**src/rtl/awb_stat_accum_pkg.sv**
```systemverilog
// Shared ISP definitions for the AWB statistics path:
// FSM encoding, RGB888 field positions and statistic widths.
package awb_stat_accum_pkg;

    localparam int STAT_W = 64;
    localparam int CNT_W  = 32;
    localparam int PIX_W  = 24;
    localparam int CH_W   = 8;
    localparam int K_W    = 10;

    localparam int R_LSB = 16;
    localparam int G_LSB = 8;
    localparam int B_LSB = 0;

    typedef enum logic [1:0] {
        ST_IDLE    = 2'd0,
        ST_WAIT_VS = 2'd1,
        ST_ACCUM   = 2'd2
    } awb_state_t;

    function automatic logic [CH_W-1:0] chan(
        input logic [PIX_W-1:0] px,
        input int               lsb
    );
        return px[lsb +: CH_W];
    endfunction

endpackage

```
**src/rtl/awb_sat_acc64.sv**
```systemverilog
// 64-bit saturating accumulator; a clear may load the
// coincident sample so no pixel is lost at a frame boundary.
module awb_sat_acc64
    import awb_stat_accum_pkg::*;
#(
    parameter int IN_W = 8
) (
    input  logic              clk,
    input  logic              rst_n,
    input  logic              clr,
    input  logic              add_en,
    input  logic [IN_W-1:0]   add_val,
    output logic [STAT_W-1:0] acc
);

    logic [STAT_W-1:0] add_ext;
    logic [STAT_W:0]   sum;

    assign add_ext = {{(STAT_W-IN_W){1'b0}}, add_val};
    assign sum     = {1'b0, acc} + {1'b0, add_ext};

    // clear (optionally loading the new sample) or add, pinning at all-ones
    always_ff @(posedge clk or negedge rst_n) begin
        if (!rst_n) begin
            acc <= '0;
        end else if (clr) begin
            acc <= add_en ? add_ext : '0;
        end else if (add_en) begin
            acc <= sum[STAT_W] ? {STAT_W{1'b1}} : sum[STAT_W-1:0];
        end
    end

endmodule

```
**src/rtl/awb_stat_accum.sv**
```systemverilog
// Per-frame R/G/B/K sums and pixel count for auto white balance,
// latched at each vsync rising edge once a full frame was seen.
module awb_stat_accum
    import awb_stat_accum_pkg::*;
#(
    parameter logic [7:0]  SAT_TH = 8'd255,
    parameter int unsigned K_MODE = 0
) (
    input  logic              clk,
    input  logic              rst_n,
    input  logic              stat_en,
    input  logic              vsync,
    input  logic              de,
    input  logic [PIX_W-1:0]  pix_data,
    output logic [STAT_W-1:0] r_sum,
    output logic [STAT_W-1:0] g_sum,
    output logic [STAT_W-1:0] b_sum,
    output logic [STAT_W-1:0] k_sum,
    output logic [CNT_W-1:0]  pix_cnt,
    output logic              frame_done,
    output logic              stats_valid
);

    logic              vsync_r;
    logic              vs_d;
    logic              de_r;
    logic [PIX_W-1:0]  pix_r;
    logic              vs_edge;
    awb_state_t        state;
    awb_state_t        state_nxt;
    logic [CH_W-1:0]   r_ch;
    logic [CH_W-1:0]   g_ch;
    logic [CH_W-1:0]   b_ch;
    logic [K_W-1:0]    k_val;
    logic              pix_ok;
    logic              in_acc;
    logic              accept;
    logic              clr;
    logic              latch;
    logic [STAT_W-1:0] r_acc;
    logic [STAT_W-1:0] g_acc;
    logic [STAT_W-1:0] b_acc;
    logic [STAT_W-1:0] k_acc;
    logic [STAT_W-1:0] k_lat;
    logic [CNT_W-1:0]  cnt_acc;

    // register the video inputs once and keep the previous vsync
    always_ff @(posedge clk or negedge rst_n) begin
        if (!rst_n) begin
            vsync_r <= 1'b0;
            vs_d    <= 1'b0;
            de_r    <= 1'b0;
            pix_r   <= '0;
        end else begin
            vsync_r <= vsync;
            vs_d    <= vsync_r;
            de_r    <= de;
            pix_r   <= pix_data;
        end
    end

    assign vs_edge = vsync_r & ~vs_d;

    assign r_ch = chan(pix_r, R_LSB);
    assign g_ch = chan(pix_r, G_LSB);
    assign b_ch = chan(pix_r, B_LSB);

    assign pix_ok = (r_ch < SAT_TH) && (g_ch < SAT_TH) && (b_ch < SAT_TH);

    if (K_MODE == 0) begin : g_k_green
        assign k_val = {2'b00, g_ch};
        assign k_lat = k_acc;
    end else begin : g_k_luma
        assign k_val = {2'b00, r_ch} + {1'b0, g_ch, 1'b0} + {2'b00, b_ch};
        assign k_lat = k_acc >> 2;
    end

    // frame tracking state register
    always_ff @(posedge clk or negedge rst_n) begin
        if (!rst_n) state <= ST_IDLE;
        else        state <= state_nxt;
    end

    // arm on enable, start accumulating on the first frame boundary
    always_comb begin
        state_nxt = state;
        unique case (state)
            ST_IDLE:    state_nxt = ST_WAIT_VS;
            ST_WAIT_VS: if (vs_edge) state_nxt = ST_ACCUM;
            ST_ACCUM:   state_nxt = ST_ACCUM;
            default:    state_nxt = ST_IDLE;
        endcase
        if (!stat_en) state_nxt = ST_IDLE;
    end

    // the boundary pixel opens the new frame, also on the arming edge
    assign in_acc = (state == ST_ACCUM);
    assign accept = stat_en & de_r & pix_ok &
                    (in_acc | ((state == ST_WAIT_VS) & vs_edge));
    assign clr    = ~stat_en | ~in_acc | vs_edge;
    assign latch  = stat_en & in_acc & vs_edge & (cnt_acc != '0);

    awb_sat_acc64 #(.IN_W(CH_W)) u_r (
        .clk(clk), .rst_n(rst_n), .clr(clr),
        .add_en(accept), .add_val(r_ch), .acc(r_acc)
    );

    awb_sat_acc64 #(.IN_W(CH_W)) u_g (
        .clk(clk), .rst_n(rst_n), .clr(clr),
        .add_en(accept), .add_val(g_ch), .acc(g_acc)
    );

    awb_sat_acc64 #(.IN_W(CH_W)) u_b (
        .clk(clk), .rst_n(rst_n), .clr(clr),
        .add_en(accept), .add_val(b_ch), .acc(b_acc)
    );

    awb_sat_acc64 #(.IN_W(K_W)) u_k (
        .clk(clk), .rst_n(rst_n), .clr(clr),
        .add_en(accept), .add_val(k_val), .acc(k_acc)
    );

    // accepted pixel counter, pinned at all-ones
    always_ff @(posedge clk or negedge rst_n) begin
        if (!rst_n) begin
            cnt_acc <= '0;
        end else if (clr) begin
            cnt_acc <= accept ? CNT_W'(1) : '0;
        end else if (accept && (cnt_acc != '1)) begin
            cnt_acc <= cnt_acc + CNT_W'(1);
        end
    end

    // publish the finished frame and pulse frame_done
    always_ff @(posedge clk or negedge rst_n) begin
        if (!rst_n) begin
            r_sum       <= '0;
            g_sum       <= '0;
            b_sum       <= '0;
            k_sum       <= '0;
            pix_cnt     <= '0;
            frame_done  <= 1'b0;
            stats_valid <= 1'b0;
        end else begin
            frame_done <= latch;
            if (latch) begin
                r_sum       <= r_acc;
                g_sum       <= g_acc;
                b_sum       <= b_acc;
                k_sum       <= k_lat;
                pix_cnt     <= cnt_acc;
                stats_valid <= 1'b1;
            end
        end
    end

endmodule

```
**config.mk**
```make
export PLATFORM = sky130hd
export DESIGN_NAME = awb_stat_accum
export DESIGN_NICKNAME = d
export VERILOG_FILES = /design/src/rtl/awb_stat_accum_pkg.sv /design/src/rtl/awb_sat_acc64.sv /design/src/rtl/awb_stat_accum.sv
export SDC_FILE = /design/constraint.sdc
export NUM_CORES = 1
export LEC_CHECK = 0
export BUFFER_PORTS_ARGS = -buffer_cell sky130_fd_sc_hd__buf_2
export CORE_UTILIZATION = 25
export CTS_CLUSTER_DIAMETER = 100
export DETAILED_ROUTE_END_ITERATION = 8
export GPL_TIMING_DRIVEN = 0
export PLACE_DENSITY_LB_ADDON = 0.2
export SYNTH_ARGS = -nofsm -noshare
export SYNTH_HDL_FRONTEND = slang
export SYNTH_SLANG_ARGS = --single-unit
```
**constraint.sdc**
```tcl
create_clock -name clk -period 4 [get_ports clk]
set_input_delay 0.2 -clock clk [delete_from_list [all_inputs] [get_ports clk]]
set_output_delay 0.2 -clock clk [all_outputs]
set_load 0.005 [all_outputs]
```
======== Word level (Yosys, flattened, before mapping) ========
Index checks and enable logic that the tools add are counted.
Widths: inputs -> output; s select.
word-level totals
  register bits ........................... 607
  output and inout bits ................... 290
  word-level logic and storage cells ...... 71
cells by class
  reduce and logical (&&, ||, !) cells .... 7
  eq/ne operators ......................... 4
  bitwise logic cells ..................... 14
  muxes and demuxes ....................... 21
  add/sub/neg operators ................... 5
  magnitude comparators ................... 3
operator list
  cell                   number
  $mux 64                12
  $add 64x8->65          4
  $mux 32                2
  $add 32x1->32 const B  1
  $ne 32x32->1 const B   1
  $reduce_bool 32->1     1
  $lt 8x8->1 const B     3
  $mux 8                 3
  $and 1x1->1            8
  $pmux 2 s3             1
  $mux 2                 2
  $reduce_bool 2->1      2
  $logic_and 1x1->1      3
  $ne 3x3->1 const B     1
  $not 1->1              3
  $or 1x1->1             3
  $eq 2x1->1 const B     1
  $eq 2x2->1 const B     1
  $logic_not 2->1        1
  $mux 1                 1

======== Depth between registers and ports, before layout ========
  word-level depth ........................ 8
  gate-level depth with buffers ........... 12
  depth with buffers taken out ............ 8

======== By module ========
Synthesis repeated with hierarchy kept, for this count alone.
unflattened totals
  cell total of the unflattened synthesis .. 2,836
  area, all modules ....................... 30,326.6 sq um
by module, submodules not included
  module                   cells an instance  sequential area each (sq um)  area an instance (sq um)  times used
  awb_stat_accum           910                8,783.4                       13,543.0                  1
  awb_sat_acc64 (u_b ...)  463                1,601.5                       4,167.7                   2
  awb_sat_acc64 (u_k)      513                1,601.5                       4,322.9                   1
  awb_sat_acc64 (u_g)      487                1,601.5                       4,125.2                   1

======== Least setup slack after synthesis ========
No wires, ideal clock.
  path kind ............................... register to register
  start ................................... reg pix_r[16]
  end ..................................... reg u_r.acc[46]
  setup time .............................. 0.135 ns
  required time ........................... 3.865 ns
  arrival ................................. 2.682 ns
  stages on the path, launching flop included .. 10
  path slack .............................. 1.183 ns
  period minus slack after synthesis ...... 2.817 ns
  path buffers ............................ 1
  cell sequence ........................... dfrtp_1 -> ha_1 -> fa_1 -> a211oi_1 -> o211ai_1 -> and4_1 -> a21oi_1 -> clkbuf_1 -> nand4_1 -> nor3b_1
between the ends
  word-level cells in the longest chain between the ends .. 6
RTL lines
  item                                                   line                  text
  start: declaration                                     awb_stat_accum.sv:27  logic [PIX_W-1:0] pix_r;
  start signal: assignment                               awb_stat_accum.sv:58  pix_r <= pix_data;
  branches (longest 6 deep; another with $add 64x8->65)  n/a
  end signal: assignment                                 awb_sat_acc64.sv:27   acc <= add_en ? add_ext : '0;
  end signal: assignment                                 awb_sat_acc64.sv:29   acc <= sum[STAT_W] ? {STAT_W{1'b1}} : sum[STAT_W-1:0];
  end: declaration                                       awb_sat_acc64.sv:13   output logic [STAT_W-1:0] acc
Parallel ways; which one is timed is not known. The select of a mux whose other input is x is not followed.
A chain may end at the register's enable or synchronous reset.

======== Worst setup path after layout ========
  start ................................... reg state[1]
  end ..................................... reg u_b.acc[30]
between the ends
  word-level cells in the longest chain between the ends .. 5
RTL lines
  item                                                           line                                         text
  start: declaration                                             awb_stat_accum.sv:29                         awb_state_t state;
  start signal: assignment                                       awb_stat_accum.sv:81                         else state <= state_nxt;
  $eq 2x1->1 or $eq 2x2->1 (tied branches)                       awb_stat_accum.sv:99, awb_stat_accum.sv:97
  $and 1x1->1 or $not 1->1 (tied branches)                       awb_stat_accum.sv:99, awb_stat_accum.sv:100
  $or 1x1->1, on equally long branches                           awb_stat_accum.sv:99, awb_stat_accum.sv:100
  $and 1x1->1 or $or 1x1->1 (tied branches)                      awb_stat_accum.sv:98, awb_stat_accum.sv:100
  $reduce_bool 2->1 (no source line) or $mux 64 (tied branches)  n/a
  end signal: assignment                                         awb_sat_acc64.sv:27
  end signal: assignment                                         awb_sat_acc64.sv:29
  end: declaration                                               awb_sat_acc64.sv:13
Parallel ways exist; a longest one is shown, timed or not.

==> results.toml <==
[sta]
tns_ns = 0
max_slew_margin = 0.0399
worst_slew_pin_slew_ns = 1.44
hold_viol = 0
slew_violations = 0
setup_viol = 0
clock_skew_ns = 0.0350
holdWs_ns = 0.158
fmax_mhz = 254
period_minus_slack_ns = 3.93
rsz0062_at_grt = "true"
post-route-period-util = 0.982

[cells_and_area]
area_growth_pct = 22.6
drive_gt1_frac = 0.234
final_util = 0.310
nFillCells = 12500
final_cell_area_sq_mm = 0.0367
finalNetCount = 3434

[global_routing]
met2_usage = 0.343
grtUsageMet3 = 0.0483
antenna_found_initial = 5
grt_max_degree = 113
top_usage_layer = "met2"
grt_pass1_vias = 26700
grt_pass1_wl_mm = 193
use_met1 = 0.293
grt_overflow = 0
grt_usage = 0.217

[yosys]
yosysSeqAreaShare = 0.507
synth-edff-count = 0
synth_common_cells = "607 x dfrtp_1, 232 x nand2_1, 222 x mux2_2"
yosysWarnings = 0
syn_nets = 2998
ys_seq_elements = 607
ys_async_sr_fraction = 1.00
synth_flop_cell = "dfrtp_1"
yosysUniqueCellTypes = 76
synth_top_area_cell = "dfrtp_1"
syn_area_sq_mm = 0.0299
synthCells = 2928
yosysTopAreaCellShare = 0.507
synth_area_leaders = "dfrtp_1 51%, mux2_2 8.4%, o21ai_0 3.5%"
synth.most_common_cell = "dfrtp_1"
postSynthAreaPerCell_sq_um = 10.2

[drt]
via_per_inst = 5.43
wl_per_cell_um = 26.6
drt_wl_total_mm = 134
drtIter0Drc = 2757
drc_errors = 0
firstDrtPassIters = 6
postRouteAntennaNets = 0
vias = 27300

[place]
finalWeightedCongestion = 0.927
portBuffers = 318
place_area_sq_mm = 0.0337
dp_hpwl_mm = 98.9

[hold_path]
hold_path.class = "in2async"

[power]
p_leak_uw = 0.0158
ir_worst_vdd_mv = 0.325
powerDensity_mw_per_mm2 = 402

[setup_path]
max_stage_delay_ns = 0.78
worst_setup_path_end_kind = "flip-flop"
startpoint_type = "flip-flop"
cp-startpoint = "state[1]$_DFFE_PN0P_"
cp_data_required_time_ns = 4.54
critPathMaxFanout = 10
rrSetupSlack_ns = 0.07
cp_cell_sequence = "inv_1, ha_1, and3b_1, o22ai_1, or3_1, buf_2, clkdlybuf4s15_2, nor2_2, a311oi_1"
slowest_stage = "clkdlybuf4s15_2"
critPathKind = "reg2reg"
r2r_end = "u_b.acc[30]$_DFFE_PN0P_"
r2r_cells = 9
crit_arrival_ns = 4.47
crit_path_end = "u_b.acc[30]$_DFFE_PN0P_"
regToRegStartpoint = "state[1]$_DFFE_PN0P_"

[die]
rows = 126
io_pins = 319
die_w_um = 348
fp.dieH_um = 348
core_sq_mm = 0.118
start_util = 0.253
dieArea_sq_mm = 0.121

[cts]
clockRootBuffer = "clkbuf_16"
cts.clk_slew.worst_paths_ns = 0.06
cts_sinks = 607
tritoncts = "built"
cts_max_level = 3
cts_made_buffers = 80
cts_max_path_buffers = 3
clk_latency_ns = 0.66

[status]
status = "finished clean"

[job]
drv_cap = 0
-- timing repair --
| action | CTS | global route |
|---|---|---|
| hold endpoints to repair | 104 | 0 |
| resized for setup | 26 | 12 |
| endpoints found under the setup margin | 258 | 38 |
| setup buffers | 2 | 0 |
| pin swaps | 1 | 1 |
| hold buffers | 28 | 0 |
-- cell type report --
cell class / count / area [sq um] / area share
Multi-Input combinational cell: 2088 / 13900 / 0.378
Timing Repair Buffer: 355 / 2080 / 0.0566
Tap cell: 1600 / 2000 / 0.0546
Inverter: 76 / 285 / 0.00778
Antenna cell: 1 / 2.50 / 0.0000682
Clock buffer: 113 / 2280 / 0.0620
Clock inverter: 27 / 309 / 0.00842
Buffer: 156 / 694 / 0.0189
Sequential cell: 607 / 15200 / 0.414
-- sequential cells by signal, indices dropped and copies added (netlist names) --
name and flops:
pix_r 24, u_k.acc 64, r_sum 64, g_sum 64, pix_cnt 32, state 2, k_sum 64, u_b.acc 64
u_g.acc 64, frame_done 1, b_sum 64, u_r.acc 64, vs_d 1, stats_valid 1, cnt_acc 32, vsync_r 1
de_r 1
-- cell families (layout without fill, tap and decap cells) --
kind of cell    count (synthesis)  count (layout)  share of synthesized area
flops                         607             607                      0.507
fa+ha+maj                      41              41                     0.0181
buf+inv                       233             727                     0.0305
mux                           224             224                     0.0842
xor+xnor                       49              49                     0.0143
other cells                     0               1                          0
simple gates                 1051            1051                      0.188
compound gates                723             723                      0.158
-- critical path, delay by kind of cell (launching register included) --
| family | cells | cell delay (ns) |
|---|---|---|
| buf+inv | 3 | 1.34 |
| fa+ha+maj | 1 | 0.23 |
| simple gates | 3 | 1.13 |
| compound gates | 2 | 0.72 |
| flops | 1 | 0.36 |
-- layout by cell type, fill, tap and decap left out, drive strengths merged, types with 41 or more instances in the layout --
master and instances:
a311oi 52, nor4 80, inv 83, dfrtp 607
o21ai 220, a21oi 149, and4 41, clkbuf 228
nand2 234, nor3 172, a211oi 45, nor2 170
nand3 111, mux2 222, buf 361, and3 46
nand4 109
-- worst min path at each step --
stage	startpoint	to	slack, ns
3_3_place_gp	pix_data[12]	pix_r[12]$_DFF_PN0_	0.31
3_5_place_dp	rst_n	g_sum[13]$_DFFE_PN0P_	0.26
4_1_cts	rst_n	g_sum[21]$_DFFE_PN0P_	0.16
6_report	rst_n	g_sum[11]$_DFFE_PN0P_	0.16
2_1_floorplan	rst_n	b_sum[0]$_DFFE_PN0P_	-0.1
5_1_grt	pix_data[10]	pix_r[10]$_DFF_PN0_	0.18
-- power breakdown --
| group | switching, uW | internal [uW] | total [uW] |
|---|---|---|---|
| registers | 68.5 | 6200 | 6270 |
| clock network | 2920 | 4290 | 7210 |
| logic | 978 | 299 | 1280 |
-- routing by layer --
| metal | up-vias | routed length (um) |
|---|---|---|
| met5 | - | 11 |
| met4 | 2 | 4290 |
| met3 | 215 | 10100 |
| met2 | 1127 | 60900 |
| met1 | 14000 | 58400 |
| li1 | 12000 | - |
-- metrics by stage --
stage	worst slack [ns]	total power, uW	std cells
3_3_place_gp	-11.34	7600	4846
5_1_grt	-0.0458	15300	5022
6_report	0.0700	14800	5023
2_1_floorplan	1.18	6900	2928
4_1_cts	0.00436	14900	5022
3_5_place_dp	-0.911	7610	4853
Power figures use the tool's default switching activity.
